$ cat src/rtl/pulse_narrow_pkg.sv
// Shared types and constants for the pulse narrowing receiver.
// Latency: none, types only.
// Backpressure: none, types only.
package pulse_pkg;

    typedef enum logic [1:0] {
        PN_ARM,
        PN_IDLE,
        PN_QUAL,
        PN_HIGH
    } pn_state_e;

    // Largest value an unsigned counter of cnt_w bits can hold.
    function automatic int cnt_max(input int cnt_w);
        return (1 << cnt_w) - 1;
    endfunction

endpackage

$ cat src/rtl/pulse_narrow_if.sv
// Bundles the level input and the event/measurement outputs of pulse_narrow.
// Latency: none, wiring only.
// Backpressure: none, outputs are strobes with no ready.
interface pulse_narrow_if #(
    parameter int CNT_W = 8
);
    logic             in;
    logic             out;
    logic [CNT_W-1:0] width;
    logic             width_vld;
    logic             ovf;

    modport master (
        output in,
        input  out,
        input  width,
        input  width_vld,
        input  ovf
    );

    modport slave (
        input  in,
        output out,
        output width,
        output width_vld,
        output ovf
    );
endinterface

$ cat src/rtl/pulse_narrow_sync.sv
// N-flop input synchronizer; STAGES=0 passes the input straight through.
// Latency: STAGES cycles.
// Backpressure: none.
module sync_chain #(
    parameter int STAGES = 2
) (
    input  logic clk,
    input  logic rst,
    input  logic d,
    output logic q
);
    // At least one flop exists so clk/rst are always consumed; it is dead logic when STAGES=0.
    localparam int N = (STAGES < 1) ? 1 : STAGES;

    logic [N-1:0] ff;

    // Shift the input through the flop chain, cleared by reset.
    always_ff @(posedge clk) begin
        if (rst) begin
            ff <= '0;
        end else begin
            ff[0] <= d;
            for (int i = 1; i < N; i++) begin
                ff[i] <= ff[i-1];
            end
        end
    end

    assign q = (STAGES == 0) ? d : ff[N-1];
endmodule

$ cat src/rtl/pulse_narrow.sv
// Turns a level pulse into one single-cycle event and reports its high-sample length.
// Latency: out 1 cycle after the MIN_WIDTH-th high sample, width_vld 1 cycle after first low sample (+SYNC_STAGES).
// Backpressure: none; events are strobes that the consumer must take when they appear.
module pulse_narrow
    import pulse_pkg::*;
#(
    parameter int MIN_WIDTH   = 2,
    parameter int CNT_W       = 8,
    parameter int SYNC_STAGES = 0
) (
    input  logic           clk,
    input  logic           rst,
    pulse_narrow_if.slave  bus
);
    localparam int             MAX_INT = cnt_max(CNT_W);
    localparam logic [CNT_W-1:0] CMAX  = CNT_W'(MAX_INT);
    localparam logic [CNT_W-1:0] MINW  = CNT_W'(MIN_WIDTH);

    if (MIN_WIDTH < 1 || MIN_WIDTH > MAX_INT) begin : g_bad_min
        $error("pulse_narrow: MIN_WIDTH out of range 1..2**CNT_W-1");
    end
    if (SYNC_STAGES < 0 || SYNC_STAGES > 3) begin : g_bad_sync
        $error("pulse_narrow: SYNC_STAGES out of range 0..3");
    end

    logic             s;
    pn_state_e        state, state_n;
    logic [CNT_W-1:0] cnt, cnt_n;
    logic             sticky, sticky_n;
    logic             out_q, out_n;
    logic             vld_q, vld_n;
    logic [CNT_W-1:0] width_q, width_n;
    logic             ovf_q, ovf_n;

    sync_chain #(
        .STAGES (SYNC_STAGES)
    ) u_sync (
        .clk (clk),
        .rst (rst),
        .d   (bus.in),
        .q   (s)
    );

    // State, counter, sticky overflow and all output registers.
    always_ff @(posedge clk) begin
        if (rst) begin
            state   <= PN_ARM;
            cnt     <= '0;
            sticky  <= 1'b0;
            out_q   <= 1'b0;
            vld_q   <= 1'b0;
            width_q <= '0;
            ovf_q   <= 1'b0;
        end else begin
            state   <= state_n;
            cnt     <= cnt_n;
            sticky  <= sticky_n;
            out_q   <= out_n;
            vld_q   <= vld_n;
            width_q <= width_n;
            ovf_q   <= ovf_n;
        end
    end

    // Next-state decode: qualify, count with saturation, report on the falling sample.
    always_comb begin
        state_n  = state;
        cnt_n    = cnt;
        sticky_n = sticky;
        out_n    = 1'b0;
        vld_n    = 1'b0;
        width_n  = width_q;
        ovf_n    = ovf_q;
        case (state)
            // A pulse already high when reset releases is ignored until it ends.
            PN_ARM: begin
                if (!s) begin
                    state_n = PN_IDLE;
                end
            end
            PN_IDLE: begin
                if (s) begin
                    cnt_n = CNT_W'(1);
                    if (MIN_WIDTH == 1) begin
                        out_n   = 1'b1;
                        state_n = PN_HIGH;
                    end else begin
                        state_n = PN_QUAL;
                    end
                end
            end
            PN_QUAL: begin
                if (s) begin
                    cnt_n = cnt + 1'b1;
                    if (cnt + 1'b1 == MINW) begin
                        out_n   = 1'b1;
                        state_n = PN_HIGH;
                    end
                end else begin
                    // Too short: drop silently.
                    cnt_n   = '0;
                    state_n = PN_IDLE;
                end
            end
            PN_HIGH: begin
                if (s) begin
                    if (cnt == CMAX) begin
                        sticky_n = 1'b1;
                    end else begin
                        cnt_n = cnt + 1'b1;
                    end
                end else begin
                    width_n  = cnt;
                    ovf_n    = sticky;
                    vld_n    = 1'b1;
                    cnt_n    = '0;
                    sticky_n = 1'b0;
                    state_n  = PN_IDLE;
                end
            end
            default: begin
                state_n = PN_ARM;
            end
        endcase
    end

    assign bus.out       = out_q;
    assign bus.width_vld = vld_q;
    assign bus.width     = width_q;
    assign bus.ovf       = ovf_q;
endmodule

$ cat src/flat_wrapper.sv
// flat-port wrapper written by rule: the top's interface ports become plain ports
module pulse_narrow_flat import pulse_pkg::*;
#(
    parameter int MIN_WIDTH   = 2,
    parameter int CNT_W       = 8,
    parameter int SYNC_STAGES = 0
)
  (clk, rst, bus_in, bus_out, bus_width, bus_width_vld, bus_ovf);
  pulse_narrow_if #(.CNT_W(CNT_W)) bus_i ();
  input  logic clk;
  input  logic rst;
  input wire logic [$bits(bus_i.in)-1:0] bus_in;
  output wire logic [$bits(bus_i.out)-1:0] bus_out;
  output wire logic [$bits(bus_i.width)-1:0] bus_width;
  output wire logic [$bits(bus_i.width_vld)-1:0] bus_width_vld;
  output wire logic [$bits(bus_i.ovf)-1:0] bus_ovf;
  assign bus_i.in = bus_in;
  assign bus_out = bus_i.out;
  assign bus_width = bus_i.width;
  assign bus_width_vld = bus_i.width_vld;
  assign bus_ovf = bus_i.ovf;
  pulse_narrow #(.MIN_WIDTH(MIN_WIDTH), .CNT_W(CNT_W), .SYNC_STAGES(SYNC_STAGES)) u_core (.clk(clk), .rst(rst), .bus(bus_i));
endmodule
$ cat config.mk
export PLATFORM = sky130hd
export DESIGN_NAME = pulse_narrow_flat
export DESIGN_NICKNAME = d
export VERILOG_FILES = /design/src/rtl/pulse_narrow_pkg.sv /design/src/rtl/pulse_narrow_if.sv /design/src/rtl/pulse_narrow_sync.sv /design/src/rtl/pulse_narrow.sv /design/src/flat_wrapper.sv
export SDC_FILE = /design/constraint.sdc
export NUM_CORES = 1
export LEC_CHECK = 0
export BUFFER_PORTS_ARGS = -buffer_cell sky130_fd_sc_hd__buf_2
export CORE_MARGIN = 8
export CORE_UTILIZATION = 30
export DETAILED_ROUTE_END_ITERATION = 8
export PLACE_DENSITY = 0.47
export SLEW_MARGIN = 20
export SYNTH_ARGS = -nofsm -noshare
export SYNTH_HDL_FRONTEND = slang
export SYNTH_SLANG_ARGS = --single-unit
$ cat constraint.sdc
create_clock -name clk -period 4.9 [get_ports clk]
set_input_delay 0.245 -clock clk [delete_from_list [all_inputs] [get_ports clk]]
set_output_delay 0.245 -clock clk [all_outputs]
set_load 0.1 [all_outputs]
Word level (Yosys, flattened, before mapping) --
Cells that the tools add are included.
Operators by class: bitwise operators 3, equal/unequal tests 10, reduce and logical (&&, ||, !) cells 9, $add $sub $neg 1, mux-type cells 14
Operator list (count):
- $mux 8 | 4
- $pmux 8 s3 | 1
- $add 8x1->8 const B | 1
- $eq 8x2->1 const B | 1
- $eq 8x8->1 const B | 1
- $mux 2 | 4
- $pmux 2 s3 | 1
- $reduce_and 3->1 | 2
- $eq 2x2->1 const B | 2
- $mux 1 | 4
- $ne 2x2->1 const B | 2
- $reduce_and 2->1 | 2
- $reduce_or 2->1 | 2
- $ne 3x2->1 const B | 1
- $ne 3x3->1 const B | 1
- $not 1->1 | 3
- $reduce_bool 3->1 | 1
- $reduce_or 3->1 | 1
- $eq 2x1->1 const B | 1
- $logic_not 2->1 | 1
- $ne 2x1->1 const B | 1
Word-level totals: input port bits 3, flip-flop bits (word level) 22, output and inout port bits 11, logic and storage cells 44

Longest topological paths before layout --
word-level depth 5, mapped depth 7, depth with buffers taken out 7

Cells and area by module --
Synthesis repeated with hierarchy kept, for this count alone.
Unflattened totals: cells, all modules 143, area total of the unflattened synthesis 1131.1 sq um
Modules (own cells, without submodules):
- pulse_narrow | sequential area each 440.4 sq um, times used 1, area each 1123.6 sq um, cells each 142
- sync_chain | sequential area each 0.0 sq um, times used 1, area each 7.5 sq um, cells each 1

Worst setup path after synthesis --
No wires, ideal clock.
path type register to register, start register u_core.cnt[1], end register u_core.cnt[1], path slack 3.147 ns, buffers on the path 0, clock period less this slack 1.753 ns, required time 4.813 ns, library setup time 0.087 ns, arrival 1.666 ns, stages on the path, launching flop included 7, cell sequence dfxtp_1 -> ha_1 -> nand3_2 -> nor3_1 -> a211o_1 -> or4_1 -> o31ai_1
Between the ends: cells in the longest elaborated chain, start to end 4, elaborated cells between the ends (all ways) 8, classes of those cells add/sub: 1; eq/ne: 2; mux: 4; reduce/logical: 1
RTL lines:
- start: declaration | line pulse_narrow.sv:28 | logic [CNT_W-1:0] cnt, cnt_n;
- start signal: assignment | line pulse_narrow.sv:56 | cnt <= cnt_n;
- $add 8x1->8 | line pulse_narrow.sv:94, pulse_narrow.sv:110
- $mux 8 | line pulse_narrow.sv:107 | if (cnt == CMAX) begin
- $mux 8 | line pulse_narrow.sv:106 | if (s) begin
- $pmux 8 s3 | line pulse_narrow.sv:74 | case (state)
Several ways; a longest one is shown, not always the timed one. The select of a mux whose other input is x is not followed. A chain may end at the register's enable or synchronous reset.

Worst setup path after layout --
start register u_core.cnt[0], end register u_core.cnt[4]
Same word-level chain as after synthesis.

==> flow_metrics.tcl <==
set metrics [dict create \
    swShare_pct 34.3 \
    slew_violations 0 \
    min_period_over_period_pct 43.5 \
    synth_cell_type_count 38 \
    hold_path_class "input port to flip-flop" \
    fin_nets 164 \
    max_freq_ghz 0.469 \
    dp_slack_ps 2770 \
    irDropWorstVdd_mv 0.197 \
    worstSetupStartpoint "u_core.cnt[0]" \
    die_width_um 78.5 \
    comb_power_share_pct 30.3 \
    crit_path_end "u_core.cnt[4]" \
    die_h_um 78.5 \
    synth_cells 147 \
    rsz0062_at_grt "no" \
    p_clk_share_pct 31.3 \
    cts_inserted_buffers 3 \
    holdBufCountCts 0 \
    final_cell_mix "nand2_1 (26), dfxtp_1 (22), a21oi_1 (16), buf_2 (13), nor2_1 (10)" \
    max-slew-margin-rel_pct 52.6 \
    setup_viol 0 \
    cp-start-kind "flip-flop" \
    firstDrtPassIters 4 \
    yosysWarnings 0 \
    p_sw_uw 188 \
    r2r-start "u_core.cnt[0]" \
    cts_sinks 22 \
    antenna_cells 0 \
    core_area_um2 3720 \
    async_flop_share_pct 0 \
    regToRegSetupSlack_ps 2770 \
    clk-insertion-delay-late_ps 270 \
    final-hold-violation-count 0 \
    syn_nets 156 \
    multi_input_area_um2 664 \
    synth-seq-cells 22 \
    seqCellArea_um2 440 \
    syn_area_um2 1170 \
    holdWs_ps 273 \
    ioPinCount 14 \
    fin_skew_ps 1.49 \
    fill_cells 405 \
    p_seq_share_pct 38.5 \
    setup_ws_ps 2770 \
    path_class "flip-flop to flip-flop" \
    p_int_uw 360 \
    grt_usage_pct 9.46 \
    synth_enable_flop_cells 0 \
    reg2regPathDepth 6 \
    end_kind "flip-flop" \
    cts_resized 0 \
    cp.required_ps 5100 \
    rows 22 \
    final_common_cell "nand2_1" \
    start_util_pct 31.6 \
    grt_pass1_wl_mm 4.91 \
    tns_ps 0 \
    status "complete, no violations" \
    powerDensity_nw_per_um2 417 \
    arrival_ps 2330 \
    cts_max_level 1 \
    overflow 0 \
    antenna_found_initial 0 \
    max_cap_viol_count 0 \
    min_period_ps 2130 \
    syn2layout_area_growth_pct 12.2 \
    drcViolationCount 0 \
    place.gp.congestion 0.802 \
    design_power_total_uw 549 \
    p_leak_uw 0.000485 \
    drtAntennaViolNets 0 \
    drive_gt1_share_pct 14.9 \
    max_slew.worst_pin.slew_ps 710 \
    clk_pin_slew_ps 80 \
    drt_wl_total_mm 2.75 \
    path_max_fanout 10 \
    grt_max_degree 25 \
    max-clock-path-buffers 2 \
    cts_tree "yes" \
    syn_avg_cell_area_um2 7.98 \
    postCtsSetupRepairBufs 0 \
    fp.dieArea_um2 6170 \
    r2r_end "u_core.cnt[4]" \
    drt_iter0_drc 125 \
    yosysSeqAreaShare_pct 37.5 \
    port_buffers 13 \
    via_per_inst 5.28 \
    ys.flop_type "dfxtp_1" \
    wire_per_inst_um 13.6 \
    clock-root-buffer "clkbuf_8" \
    vias 1067 \
    hpwl_mm 1.94 \
    grt_pass1_vias 1034 \
    utilization_pct 35.4 \
]
## worst max-delay path: stages (launching register included)
cell and delay (ps):
dfxtp_1 560, ha_1 340, nand3_2 120, nor3_1 440, a211o_1 330, o21ai_0 120, a21oi_1 150
## layout make-up
cell class                      count  area share [%]
Multi-Input combinational cell    111            50.5
Inverter                            4            1.14
Clock inverter                      1            2.28
Tap cell                           48            4.56
Sequential cell                    22            33.5
Timing Repair Buffer               13            4.94
Clock buffer                        3            3.14
## cell families after synthesis
group                      count (synthesis)  share of synthesized area [%]
AOI/OAI and AO/OA                         43                           23.2
xor gates and xnor gates                   1                          0.746
adders and majority gates                  6                           6.40
buffers and inverters                     14                           5.86
DFF                                       22                           37.5
and+or+nand+nor                           61                           26.2
## routing by layer
layer  wire length (um)  track usage [%]  part of all wire, %  vias up
met1               1380             12.5                   50      498
met2               1230             14.9                   44       23
met4                 27             3.70                 0.98        0
met5                  0                0                    0        -
met3                119             1.48                  4.3        4
li1                   -                -                    -      542
## synth_stat cells (2+ instances only)
| master | n | area [um2] |
|---|---|---|
| nor2_1 | 10 | 37.5 |
| clkbuf_1 | 4 | 15.0 |
| nor2b_1 | 3 | 18.8 |
| a21oi_1 | 16 | 80.1 |
| dfxtp_1 | 22 | 440 |
| a311oi_1 | 3 | 26.3 |
| o22ai_1 | 2 | 12.5 |
| nand2_1 | 26 | 97.6 |
| inv_1 | 4 | 15.0 |
| or4_1 | 2 | 15.0 |
| nand3_1 | 3 | 15.0 |
| a31oi_1 | 2 | 12.5 |
| nor3_1 | 8 | 40.0 |
| buf_2 | 3 | 15.0 |
| nand4_1 | 2 | 12.5 |
| o21ai_0 | 9 | 45.0 |
| ha_1 | 6 | 75.1 |
| o31ai_1 | 2 | 15.0 |
## how the worst min path moves through the flow
stage / from / endpoint / slack (ps) / cells past startpoint
after floorplan: rst / u_core.cnt[1] / 350 / 1
after global placement: u_core.bus.width[7] / u_core.bus.width[7] / 440 / 2
after detailed placement: u_core.bus.width[2] / u_core.bus.width[2] / 450 / 2
after CTS: bus_in / u_core.state[0] / 270 / 2
after global routing: bus_in / u_core.state[0] / 300 / 2
final: bus_in / u_core.state[0] / 270 / 2
## power groups by stage
stage	sequential, uW	clock [uW]	combinational (uW)
6_report	211	172	166
4_1_cts	211	177	167
5_1_grt	214	183	193
3_5_place_dp	216	0	166
3_3_place_gp	214	0	165
2_1_floorplan	209	0	135
## flip-flops by register name, summed over array words and instances, names as in the netlist
signal,cells
u_core.bus.out,1
u_core.bus.ovf,1
u_core.bus.width,8
u_core.bus.width_vld,1
u_core.cnt,8
u_core.state,2
u_core.sticky,1
## per-stage QoR
step,area (um2),instances
after floorplan,1170,147
after global placement,1240,198
after detailed placement,1240,198
after CTS,1320,202
after global routing,1320,202
final,1320,202
Note: power is estimated with default switching activity, not from simulation.
